### src/rtl/op_sequencer_if.sv
// Operand/result handshake bundle between the sequencer, its operand source,
// the control unit and the result consumer.
interface op_sequencer_if #(
    parameter int W     = 8,
    parameter int DEPTH = 4
);
    localparam int LW = $clog2(DEPTH) + 1;

    logic          in_valid;
    logic [W-1:0]  in_data;
    logic          in_ready;
    logic          w;
    logic [W-1:0]  x_out;
    logic          done;
    logic [W-1:0]  s_in;
    logic          out_valid;
    logic [W-1:0]  out_data;
    logic          out_ready;
    logic [LW-1:0] level;
    logic          busy;
    logic          err;

    modport master (
        input  in_valid, in_data, done, s_in, out_ready,
        output in_ready, w, x_out, out_valid, out_data, level, busy, err
    );

    modport slave (
        output in_valid, in_data, done, s_in, out_ready,
        input  in_ready, w, x_out, out_valid, out_data, level, busy, err
    );
endinterface

### src/rtl/op_sequencer.sv
// Operand FIFO plus a one-at-a-time launcher for the control unit, with a
// valid/ready result slot and a RUN-state watchdog.
module op_sequencer #(
    parameter int W       = 8,
    parameter int DEPTH   = 4,
    parameter int TIMEOUT = 64
) (
    input  logic          clk,
    input  logic          rst,
    op_sequencer_if.master bus
);
    localparam int AW   = $clog2(DEPTH);
    localparam int PW   = AW + 1;
    localparam int WD_W = $clog2(TIMEOUT);
    localparam logic [WD_W-1:0] WD_MAX = WD_W'(TIMEOUT - 1);

    typedef enum logic [1:0] {IDLE, START, RUN} state_t;

    state_t                    state_q, state_d;
    logic [DEPTH-1:0][W-1:0]   mem_q, mem_d;
    logic [PW-1:0]             wptr_q, wptr_d, rptr_q, rptr_d;
    logic [W-1:0]              x_q, x_d;
    logic                      out_valid_q, out_valid_d;
    logic [W-1:0]              out_data_q, out_data_d;
    logic                      err_q, err_d;
    logic [WD_W-1:0]           wdog_q, wdog_d;

    logic full, empty, push;

    // Extra pointer MSB distinguishes full from empty when indices match.
    assign full  = (wptr_q[AW-1:0] == rptr_q[AW-1:0]) && (wptr_q[AW] != rptr_q[AW]);
    assign empty = (wptr_q == rptr_q);
    assign push  = bus.in_valid && !full;

    assign bus.in_ready  = !full;
    assign bus.w         = (state_q == START);
    assign bus.busy      = (state_q != IDLE);
    assign bus.x_out     = x_q;
    assign bus.out_valid = out_valid_q;
    assign bus.out_data  = out_data_q;
    assign bus.err       = err_q;
    assign bus.level     = wptr_q - rptr_q;

    always_comb begin
        state_d     = state_q;
        mem_d       = mem_q;
        wptr_d      = wptr_q;
        rptr_d      = rptr_q;
        x_d         = x_q;
        out_valid_d = out_valid_q;
        out_data_d  = out_data_q;
        err_d       = err_q;
        wdog_d      = wdog_q;

        if (push) begin
            mem_d[wptr_q[AW-1:0]] = bus.in_data;
            wptr_d                = wptr_q + PW'(1);
        end

        if (out_valid_q && bus.out_ready)
            out_valid_d = 1'b0;

        case (state_q)
            IDLE: begin
                // Pop decision uses registered pointers, so a fresh push
                // cannot bypass straight to x_out in the same cycle.
                if (!empty && !out_valid_q) begin
                    state_d = START;
                    x_d     = mem_q[rptr_q[AW-1:0]];
                    rptr_d  = rptr_q + PW'(1);
                end
            end
            START: begin
                state_d = RUN;
                wdog_d  = '0;
            end
            RUN: begin
                if (bus.done) begin
                    state_d     = IDLE;
                    out_data_d  = bus.s_in;
                    out_valid_d = 1'b1;
                end else if (wdog_q == WD_MAX) begin
                    state_d = IDLE;
                    err_d   = 1'b1;
                end else begin
                    wdog_d = wdog_q + WD_W'(1);
                end
            end
            default: state_d = IDLE;
        endcase
    end

    always_ff @(posedge clk or posedge rst) begin
        if (rst) begin
            state_q     <= IDLE;
            mem_q       <= '0;
            wptr_q      <= '0;
            rptr_q      <= '0;
            x_q         <= '0;
            out_valid_q <= 1'b0;
            out_data_q  <= '0;
            err_q       <= 1'b0;
            wdog_q      <= '0;
        end else begin
            state_q     <= state_d;
            mem_q       <= mem_d;
            wptr_q      <= wptr_d;
            rptr_q      <= rptr_d;
            x_q         <= x_d;
            out_valid_q <= out_valid_d;
            out_data_q  <= out_data_d;
            err_q       <= err_d;
            wdog_q      <= wdog_d;
        end
    end
endmodule

### src/flat_wrapper.sv
// flat-port wrapper written by rule: the top's interface ports become plain ports
module op_sequencer_flat 
#(
    parameter int W       = 8,
    parameter int DEPTH   = 4,
    parameter int TIMEOUT = 64
)
  (clk, rst, bus_in_valid, bus_in_data, bus_done, bus_s_in, bus_out_ready, bus_in_ready, bus_w, bus_x_out, bus_out_valid, bus_out_data, bus_level, bus_busy, bus_err);
  op_sequencer_if #(.W(W), .DEPTH(DEPTH)) bus_i ();
  input  logic clk;
  input  logic rst;
  input wire logic [$bits(bus_i.in_valid)-1:0] bus_in_valid;
  input wire logic [$bits(bus_i.in_data)-1:0] bus_in_data;
  input wire logic [$bits(bus_i.done)-1:0] bus_done;
  input wire logic [$bits(bus_i.s_in)-1:0] bus_s_in;
  input wire logic [$bits(bus_i.out_ready)-1:0] bus_out_ready;
  output wire logic [$bits(bus_i.in_ready)-1:0] bus_in_ready;
  output wire logic [$bits(bus_i.w)-1:0] bus_w;
  output wire logic [$bits(bus_i.x_out)-1:0] bus_x_out;
  output wire logic [$bits(bus_i.out_valid)-1:0] bus_out_valid;
  output wire logic [$bits(bus_i.out_data)-1:0] bus_out_data;
  output wire logic [$bits(bus_i.level)-1:0] bus_level;
  output wire logic [$bits(bus_i.busy)-1:0] bus_busy;
  output wire logic [$bits(bus_i.err)-1:0] bus_err;
  assign bus_i.in_valid = bus_in_valid;
  assign bus_i.in_data = bus_in_data;
  assign bus_i.done = bus_done;
  assign bus_i.s_in = bus_s_in;
  assign bus_i.out_ready = bus_out_ready;
  assign bus_in_ready = bus_i.in_ready;
  assign bus_w = bus_i.w;
  assign bus_x_out = bus_i.x_out;
  assign bus_out_valid = bus_i.out_valid;
  assign bus_out_data = bus_i.out_data;
  assign bus_level = bus_i.level;
  assign bus_busy = bus_i.busy;
  assign bus_err = bus_i.err;
  op_sequencer #(.W(W), .DEPTH(DEPTH), .TIMEOUT(TIMEOUT)) u_core (.clk(clk), .rst(rst), .bus(bus_i));
endmodule
### config.mk
export PLATFORM = sky130hd
export DESIGN_NAME = op_sequencer_flat
export DESIGN_NICKNAME = d
export VERILOG_FILES = /design/src/rtl/op_sequencer_if.sv /design/src/rtl/op_sequencer.sv /design/src/flat_wrapper.sv
export SDC_FILE = /design/constraint.sdc
export NUM_CORES = 1
export LEC_CHECK = 0
export ABC_AREA = 1
export BUFFER_PORTS_ARGS = -buffer_cell sky130_fd_sc_hd__buf_2
export CAP_MARGIN = 20
export CORE_UTILIZATION = 53
export CTS_BUF_LIST = sky130_fd_sc_hd__clkbuf_2 sky130_fd_sc_hd__clkbuf_4 sky130_fd_sc_hd__clkbuf_8
export DETAILED_ROUTE_END_ITERATION = 12
export HOLD_SLACK_MARGIN = 0.06
export PLACE_DENSITY_LB_ADDON = 0.3
export RECOVER_POWER = 100
export SKIP_LAST_GASP = 1
export SLEW_MARGIN = 20
export SYNTH_ARGS = -nofsm -noshare
export SYNTH_HDL_FRONTEND = slang
export SYNTH_SLANG_ARGS = --single-unit
export TNS_END_PERCENT = 5
### constraint.sdc
create_clock -name clk -period 1.9 [get_ports clk]
set_input_delay 0.38 -clock clk [delete_from_list [all_inputs] [get_ports clk]]
set_output_delay 0.38 -clock clk [all_outputs]
set_load 0.005 [all_outputs]
==> results of run 1 <==
metrics by stage:
step                utilization  area, µm²  setup WS, ns  TNS, ns
detailed placement        0.606       3380         0.140        0
global route              0.638       3560        -0.102   -0.980
finish                    0.638       3560       -0.0412  -0.0802
CTS                       0.642       3580       -0.0989   -0.110
global placement          0.606       3380         0.175        0
floorplan                     -       3100        0.0987        0
synth_stat cells:
| master | instances | share of area |
|---|---|---|
| nand2_4 | 1 | 0.0036 |
| buf_2 | 2 | 0.0032 |
| inv_1 | 23 | 0.028 |
| nand4_4 | 1 | 0.0069 |
| o21ai_2 | 22 | 0.062 |
| nand4_1 | 1 | 0.0020 |
| dfrtp_1 | 64 | 0.52 |
| ha_1 | 8 | 0.032 |
| a31oi_2 | 1 | 0.0040 |
| nor2_1 | 27 | 0.033 |
| nand2_1 | 92 | 0.11 |
| nand2_2 | 11 | 0.022 |
| buf_6 | 1 | 0.0036 |
| clkbuf_1 | 4 | 0.0048 |
| fa_1 | 1 | 0.0065 |
| xnor2_1 | 1 | 0.0028 |
| o21ai_0 | 18 | 0.029 |
| nand3_1 | 21 | 0.034 |
| o22ai_1 | 8 | 0.016 |
| o21ai_1 | 11 | 0.018 |
| inv_2 | 1 | 0.0012 |
| xor2_1 | 4 | 0.011 |
| buf_12 | 1 | 0.0065 |
| buf_8 | 2 | 0.0097 |
| a21o_1 | 1 | 0.0024 |
| nand3_4 | 4 | 0.023 |
| nor3_1 | 1 | 0.0016 |
| buf_4 | 2 | 0.0048 |
state kept, by name, indices dropped and copies added, names as in the netlist:
name,flops
u_core.mem_q,32
u_core.bus.out_data,8
u_core.bus.err,1
u_core.wdog_q,6
u_core.rptr_q,3
u_core.bus.out_valid,1
u_core.bus.x_out,8
u_core.state_q,2
u_core.wptr_q,3
worst max-delay path: cells and delay by family (launching register included):
kind | cells | cell delay (ns)
buffers and inverters | 3 | 0.24
flip-flops | 1 | 0.39
adder cells (fa/ha/maj) | 2 | 0.46
XOR/XNOR | 1 | 0.16
power by group through the flow:
stage | clock (mW) | sequential (mW) | combinational (mW)
5_1_grt | 1.13 | 2.35 | 3.15
3_3_place_gp | 0 | 2.29 | 2.66
6_report | 1.04 | 2.29 | 2.78
3_5_place_dp | 0 | 2.31 | 2.76
2_1_floorplan | 0 | 2.26 | 2.07
4_1_cts | 1.06 | 2.28 | 2.83
cells by family (layout without fill, tap and decap cells):
| logic type | Yosys count | in the layout | synth area share |
|---|---|---|---|
| fa+ha+maj | 9 | 9 | 0.0388 |
| xor+xnor | 5 | 5 | 0.0141 |
| simple gates | 159 | 159 | 0.237 |
| compound gates | 61 | 61 | 0.132 |
| flops | 64 | 64 | 0.517 |
| buf+inv | 36 | 96 | 0.0618 |
path summary, 6_finish.rpt:
path / to / slack (ns) / cells past startpoint
max in group asynchronous: u_core.bus.out_data[1]$_DFFE_PP0P_ / 0.38 / 3
worst max register to register: u_core.mem_q[28]$_DFFE_PP0P_ / 0.05 / 6
worst min register to register: u_core.bus.err$_DFFE_PP0P_ / 0.46 / 1
worst max-delay path: bus_level[2] / -0.04 / 6
min in group asynchronous: u_core.wdog_q[2]$_DFFE_PP0P_ / 0.59 / 3
worst min-delay path: u_core.bus.out_valid$_DFF_PP0_ / 0.24 / 2
final cells by class:
cell class	instances	area (µm²)	share of cell area
tap	72	90.1	0.0253
clock inverter	3	17.5	0.00493
sequential	64	1600	0.450
timing repair buffer	56	288	0.0809
inverter	24	93.8	0.0264
clock buffer	13	160	0.0450
multi-input combinational	234	1310	0.367
routing by layer:
layer  wire length (µm)  vias up  global-route usage
met5                  0        -                   0
met4                115        0              0.0833
met3                294       12              0.0570
met2               2870       61               0.359
met1               2830     1143               0.283
li1                   -     1205                   -
repair_timing:
item,in CTS,in global routing
pin swaps,1,0
setup endpoints to repair,3,3
endpoints found under the hold margin,0,0
gates resized for setup,1,1
buffers inserted,3,2
==> flow_metrics.env, run 1 <==
export IMPL_status="complete, but fails checks"
export IMPL_violations="max-capacitance violations, max-slew violations, negative setup slack"
export IMPL_swShare=0.412
export IMPL_final_net_count=419
export IMPL_synth_area_um2=3100
export IMPL_crit_path_end_kind="output port"
export IMPL_p_comb_frac=0.455
export IMPL_clock_skew_final_ns=0.00599
export IMPL_p_int_mw=3.59
export IMPL_cts_hold_buf=0
export IMPL_wl_um=6110
export IMPL_htree_levels=3
export IMPL_via_count=2421
export IMPL_ios=45
export IMPL_min_period_ns=1.94
export IMPL_p_per_area_nw_per_um2=1720
export IMPL_hold_worst_slack_ns=0.239
export IMPL_antennaDiodeCount=0
export IMPL_grt_pass1_wl_um=10300
export IMPL_initial_core_util=0.556
export IMPL_hold_violations=0
export IMPL_layout_commonest_cell="nand2_1"
export IMPL_coreArea_um2=5570
export IMPL_finalPower_mw=6.11
export IMPL_grt_use_total=0.221
export IMPL_hold_class="primary input to flip-flop"
export IMPL_ant_nets=0
export IMPL_drv_cap=1
export IMPL_grt_max_degree=65
export IMPL_power_static_leakage_nw=1.83
export IMPL_dr_pass1_iters=4
export IMPL_seqPwrFrac=0.376
export IMPL_clk_path_buf_depth=2
export IMPL_syn_num_nets=364
export IMPL_clock_power_share=0.170
export IMPL_slowest_delay_ns=0.39
export IMPL_clkTransAtPathRegs_ns=0.07
export IMPL_switching_power_mw=2.51
export IMPL_r2r_start="u_core.wptr_q[1]$_DFFE_PP0P_"
export IMPL_yosysWarnings=0
export IMPL_drtIter0Drc=162
export IMPL_die_area_um2=6160
export IMPL_dieWidth_um=78.5
export IMPL_globalplace_congestion=0.807
export IMPL_worstSkewPairLatency_ns=0.33
export IMPL_crit_path_start_kind="flip-flop"
export IMPL_viasPerCell=5.20
export IMPL_final_cell_mix="nand2_1, dfrtp_1, buf_2"
export IMPL_syn_inst=334
export IMPL_drive_gt1_frac=0.266
export IMPL_required_ns=1.52
export IMPL_clock_sinks=64
export IMPL_fillers=498
export IMPL_min_period_over_period=1.02
export IMPL_cts_buffers=9
export IMPL_antenna_found_initial=0
export IMPL_path_cells="inv_2 -> ha_1 -> inv_1 -> fa_2 -> xor2_1 -> buf_2"
export IMPL_crit_fanout=2
export IMPL_setup_violations=2
export IMPL_ys_types=28
export IMPL_grt_setup_unrepaired="yes"
export IMPL_drv_slew=65
export IMPL_min_from="bus_out_ready"
export IMPL_max_slew_worst_pin_slew_ns=1.55
export IMPL_grt_pass1_vias=2274
export IMPL_slew_headroom=-0.0325
export IMPL_routedWlPerCell_um=13.1
export IMPL_final_cells=466
export IMPL_setup_slack_ns=-0.0412
export IMPL_cp_slowest_cell="dfrtp_1"
export IMPL_dp_final_hpwl_um=4120
export IMPL_peakVddDrop_v=0.000687
export IMPL_io_buffers=44
export IMPL_worstSetupStartpoint="u_core.wptr_q[0]$_DFFE_PP0P_"
export IMPL_clock_fmax_mhz=515
export IMPL_ys_seq_elements=64
export IMPL_cp_arrival_ns=1.56
export IMPL_grt_overflow_total=0
export IMPL_cts_tree="done"
export IMPL_critPathKind="flip-flop to output port"
export IMPL_syn_area_per_cell_um2=9.28
export IMPL_root_buffer="clkbuf_8"
export IMPL_drc=0
export IMPL_die_h_um=78.5
export IMPL_syn_to_final_growth_pct=14.7
export IMPL_post_place_cells=445
export IMPL_rows=27
export IMPL_synth_seq_area_share=0.517
Note: power is estimated with default switching activity, not from simulation.
==> run 2: changes to the inputs <==
ABC_AREA = unset   (was 1)
==> run 2 against run 1 <==
  * The flow still finishes with violations (max-capacitance violations, max-slew violations, negative setup slack)
  * Maximum frequency fell by 1.6%
  * Register-to-register slack worse by 0.12 ns
  * Sequential share of layout area fell by 0.36 points
  * Critical path depth rose by 4
  * Critical path type is now flip-flop to flip-flop
==> flow_metrics.env, run 2 <==
export IMPL_status="complete, but fails checks"
export IMPL_violations="max-capacitance violations, max-slew violations, negative setup slack"
export IMPL_max_slew_worst_pin_slew_ns=1.53
export IMPL_ys_types=34
export IMPL_synth_area_leader_cell="dfrtp_1"
export IMPL_synth_seq_area_share=0.523
export IMPL_routedWlPerCell_um=16.9
export IMPL_required_ns=2.12
export IMPL_die_h_um=78.0
export IMPL_ys_seq_elements=64
export IMPL_clk_path_buf_depth=2
export IMPL_grt_pass1_wl_um=9710
export IMPL_syn_num_nets=237
export IMPL_hold_end="u_core.bus.out_valid$_DFF_PP0_"
export IMPL_power_static_leakage_nw=1.66
export IMPL_dr_pass1_iters=4
export IMPL_use_met3=0.0570
export IMPL_hold_worst_slack_ns=0.220
export IMPL_drv_cap=1
export IMPL_synth_area_um2=3060
export IMPL_cts_buffers=9
export IMPL_final_cell_mix="dfrtp_1, buf_2, mux2_4"
export IMPL_p_per_area_nw_per_um2=1830
export IMPL_seqPwrFrac=0.368
export IMPL_largest_register="u_core.mem_q"
export IMPL_grt_use_met1=0.294
export IMPL_syn_inst=207
export IMPL_grt_overflow_total=0
export IMPL_syn_area_per_cell_um2=14.8
export IMPL_rr_endpoint="u_core.mem_q[23]$_DFFE_PP0P_"
export IMPL_wl_um=5800
export IMPL_swShare=0.325
export IMPL_synth_common_cells="dfrtp_1, mux2_4, mux2_2, inv_1, nand2_1"
export IMPL_crit_fanout=8
export IMPL_yosysWarnings=0
export IMPL_critPathKind="flip-flop to flip-flop"
export IMPL_die_area_um2=6090
export IMPL_p_comb_frac=0.458
export IMPL_grt_pass1_vias=1952
export IMPL_pre_cts_slack_ns=0.0701
export IMPL_synth_top_area_frac=0.523
export IMPL_use_met2=0.331
export IMPL_hold_violations=0
export IMPL_r2r_slack_ns=-0.07
export IMPL_peakVddDrop_v=0.00103
export IMPL_ant_nets=0
export IMPL_dieWidth_um=78.0
export IMPL_drive_gt1_frac=0.467
export IMPL_min_period_over_period=1.04
export IMPL_async_flop_share=1.00
export IMPL_finalPower_mw=6.56
export IMPL_min_from="bus_out_ready"
export IMPL_ios=45
export IMPL_multiInputGateArea_um2=1350
export IMPL_fin_area_um2=3580
export IMPL_crit_path_start_kind="flip-flop"
export IMPL_viasPerCell=5.36
export IMPL_layout_commonest_cell="dfrtp_1"
export IMPL_grt_use_total=0.216
export IMPL_synth_edf_count=0
export IMPL_clock_power_share=0.174
export IMPL_p_int_mw=4.43
export IMPL_syn_to_final_growth_pct=17.0
export IMPL_htree_levels=3
export IMPL_busiest_layer="met2"
export IMPL_coreArea_um2=5540
export IMPL_setup_slack_ns=-0.0735
export IMPL_drv_slew=65
export IMPL_min_period_ns=1.97
export IMPL_clock_sinks=64
export IMPL_cts_tree="done"
export IMPL_largest_reg_flops=32
export IMPL_placed_cell_area_um2=3400
export IMPL_antennaDiodeCount=0
export IMPL_slew_headroom=-0.0206
export IMPL_final_net_count=298
export IMPL_drtIter0Drc=72
export IMPL_grt_setup_unrepaired="yes"
export IMPL_worstSetupStartpoint="u_core.wptr_q[0]$_DFFE_PP0P_"
export IMPL_post_place_cells=323
export IMPL_crit_path_end_kind="flip-flop"
export IMPL_final_cells=344
export IMPL_io_buffers=44
export IMPL_root_buffer="clkbuf_8"
export IMPL_seqCellArea_um2=1600
export IMPL_dp_final_hpwl_um=3840
export IMPL_r2r_cells=10
export IMPL_fin_util=0.647
export IMPL_via_count=1843
export IMPL_synth_area_leaders="dfrtp_1, mux2_4, mux2_2"
export IMPL_globalplace_congestion=0.860
export IMPL_r2r_start="u_core.wptr_q[0]$_DFFE_PP0P_"
export IMPL_clock_fmax_mhz=507
export IMPL_worstSkewPairLatency_ns=0.34
export IMPL_clkTransAtPathRegs_ns=0.06
export IMPL_hold_path_depth=2
export IMPL_ys_flop_type="dfrtp_1"
export IMPL_hold_class="primary input to flip-flop"
export IMPL_grt_max_degree=65
export IMPL_rows=27
export IMPL_clock_skew_final_ns=0.00884
export IMPL_switching_power_mw=2.13
export IMPL_setup_violations=22
export IMPL_antenna_found_initial=0
export IMPL_drc=0
export IMPL_fillers=434
export IMPL_yosysMostFrequentCell="dfrtp_1"
export IMPL_initial_core_util=0.553
export IMPL_cp_arrival_ns=2.19
export IMPL_finalSetupTns_ns=-1.20
-- run 2: layer usage --
| layer | routed length, µm | part of all wire |
|---|---|---|
| met2 | 2750 | 0.47 |
| met4 | 81 | 0.014 |
| met1 | 2750 | 0.47 |
| met5 | 0 | 0 |
| met3 | 218 | 0.038 |
-- run 2: cell type report --
class / count / area share
flip-flops and latches: 64 / 0.447
clock buffers: 11 / 0.0405
well taps: 72 / 0.0251
multi-input cells: 122 / 0.376
clock inverters: 4 / 0.0126
inverters: 13 / 0.0147
repair buffers: 58 / 0.0848
-- run 2: power by group through the flow --
| stage | clock network [mW] | registers [mW] | logic (mW) |
|---|---|---|---|
| CTS | 1.18 | 2.41 | 3.18 |
| global placement | 0 | 2.39 | 2.97 |
| detailed placement | 0 | 2.42 | 3.04 |
| global route | 1.23 | 2.49 | 3.29 |
| finish | 1.14 | 2.42 | 3.01 |
| floorplan | 0 | 2.35 | 2.24 |
-- run 2: how the worst max path moves through the flow --
stage / to / slack, ns / cells after the start
final: u_core.mem_q[23]$_DFFE_PP0P_ / -0.07 / 10
after global routing: bus_level[2] / -0.13 / 6
after CTS: bus_level[1] / -0.07 / 5
after detailed placement: u_core.mem_q[28]$_DFFE_PP0P_ / 0.07 / 5
after global placement: u_core.mem_q[25]$_DFFE_PP0P_ / 0.13 / 5
after floorplan: u_core.mem_q[24]$_DFFE_PP0P_ / 0.02 / 7
-- run 2: worst max-delay path: stages (launching register included) --
cell	delay (ns)
dfrtp_1	0.36
inv_2	0.06
buf_4	0.13
buf_4	0.12
buf_4	0.12
buf_4	0.12
buf_4	0.12
buf_4	0.14
ha_2	0.17
and2_4	0.19
mux2_4	0.31
-- run 2: repair_timing --
item                       4_1_cts  5_1_grt
pin swaps                        0        1
gates cloned                     0        0
resized for setup                4        3
buffers inserted                 6        0
setup endpoints to repair        2       18
hold buffers                     0        0
-- run 2: cell families after synthesis --
logic type / count (synthesis) / synth area share
DFF: 64 / 0.523
muxes: 59 / 0.285
and+or+nand+nor: 32 / 0.0564
buffers and inverters: 21 / 0.0372
AOI/OAI and AO/OA: 16 / 0.0400
adders and majority gates: 9 / 0.0392
xor gates and xnor gates: 6 / 0.0196
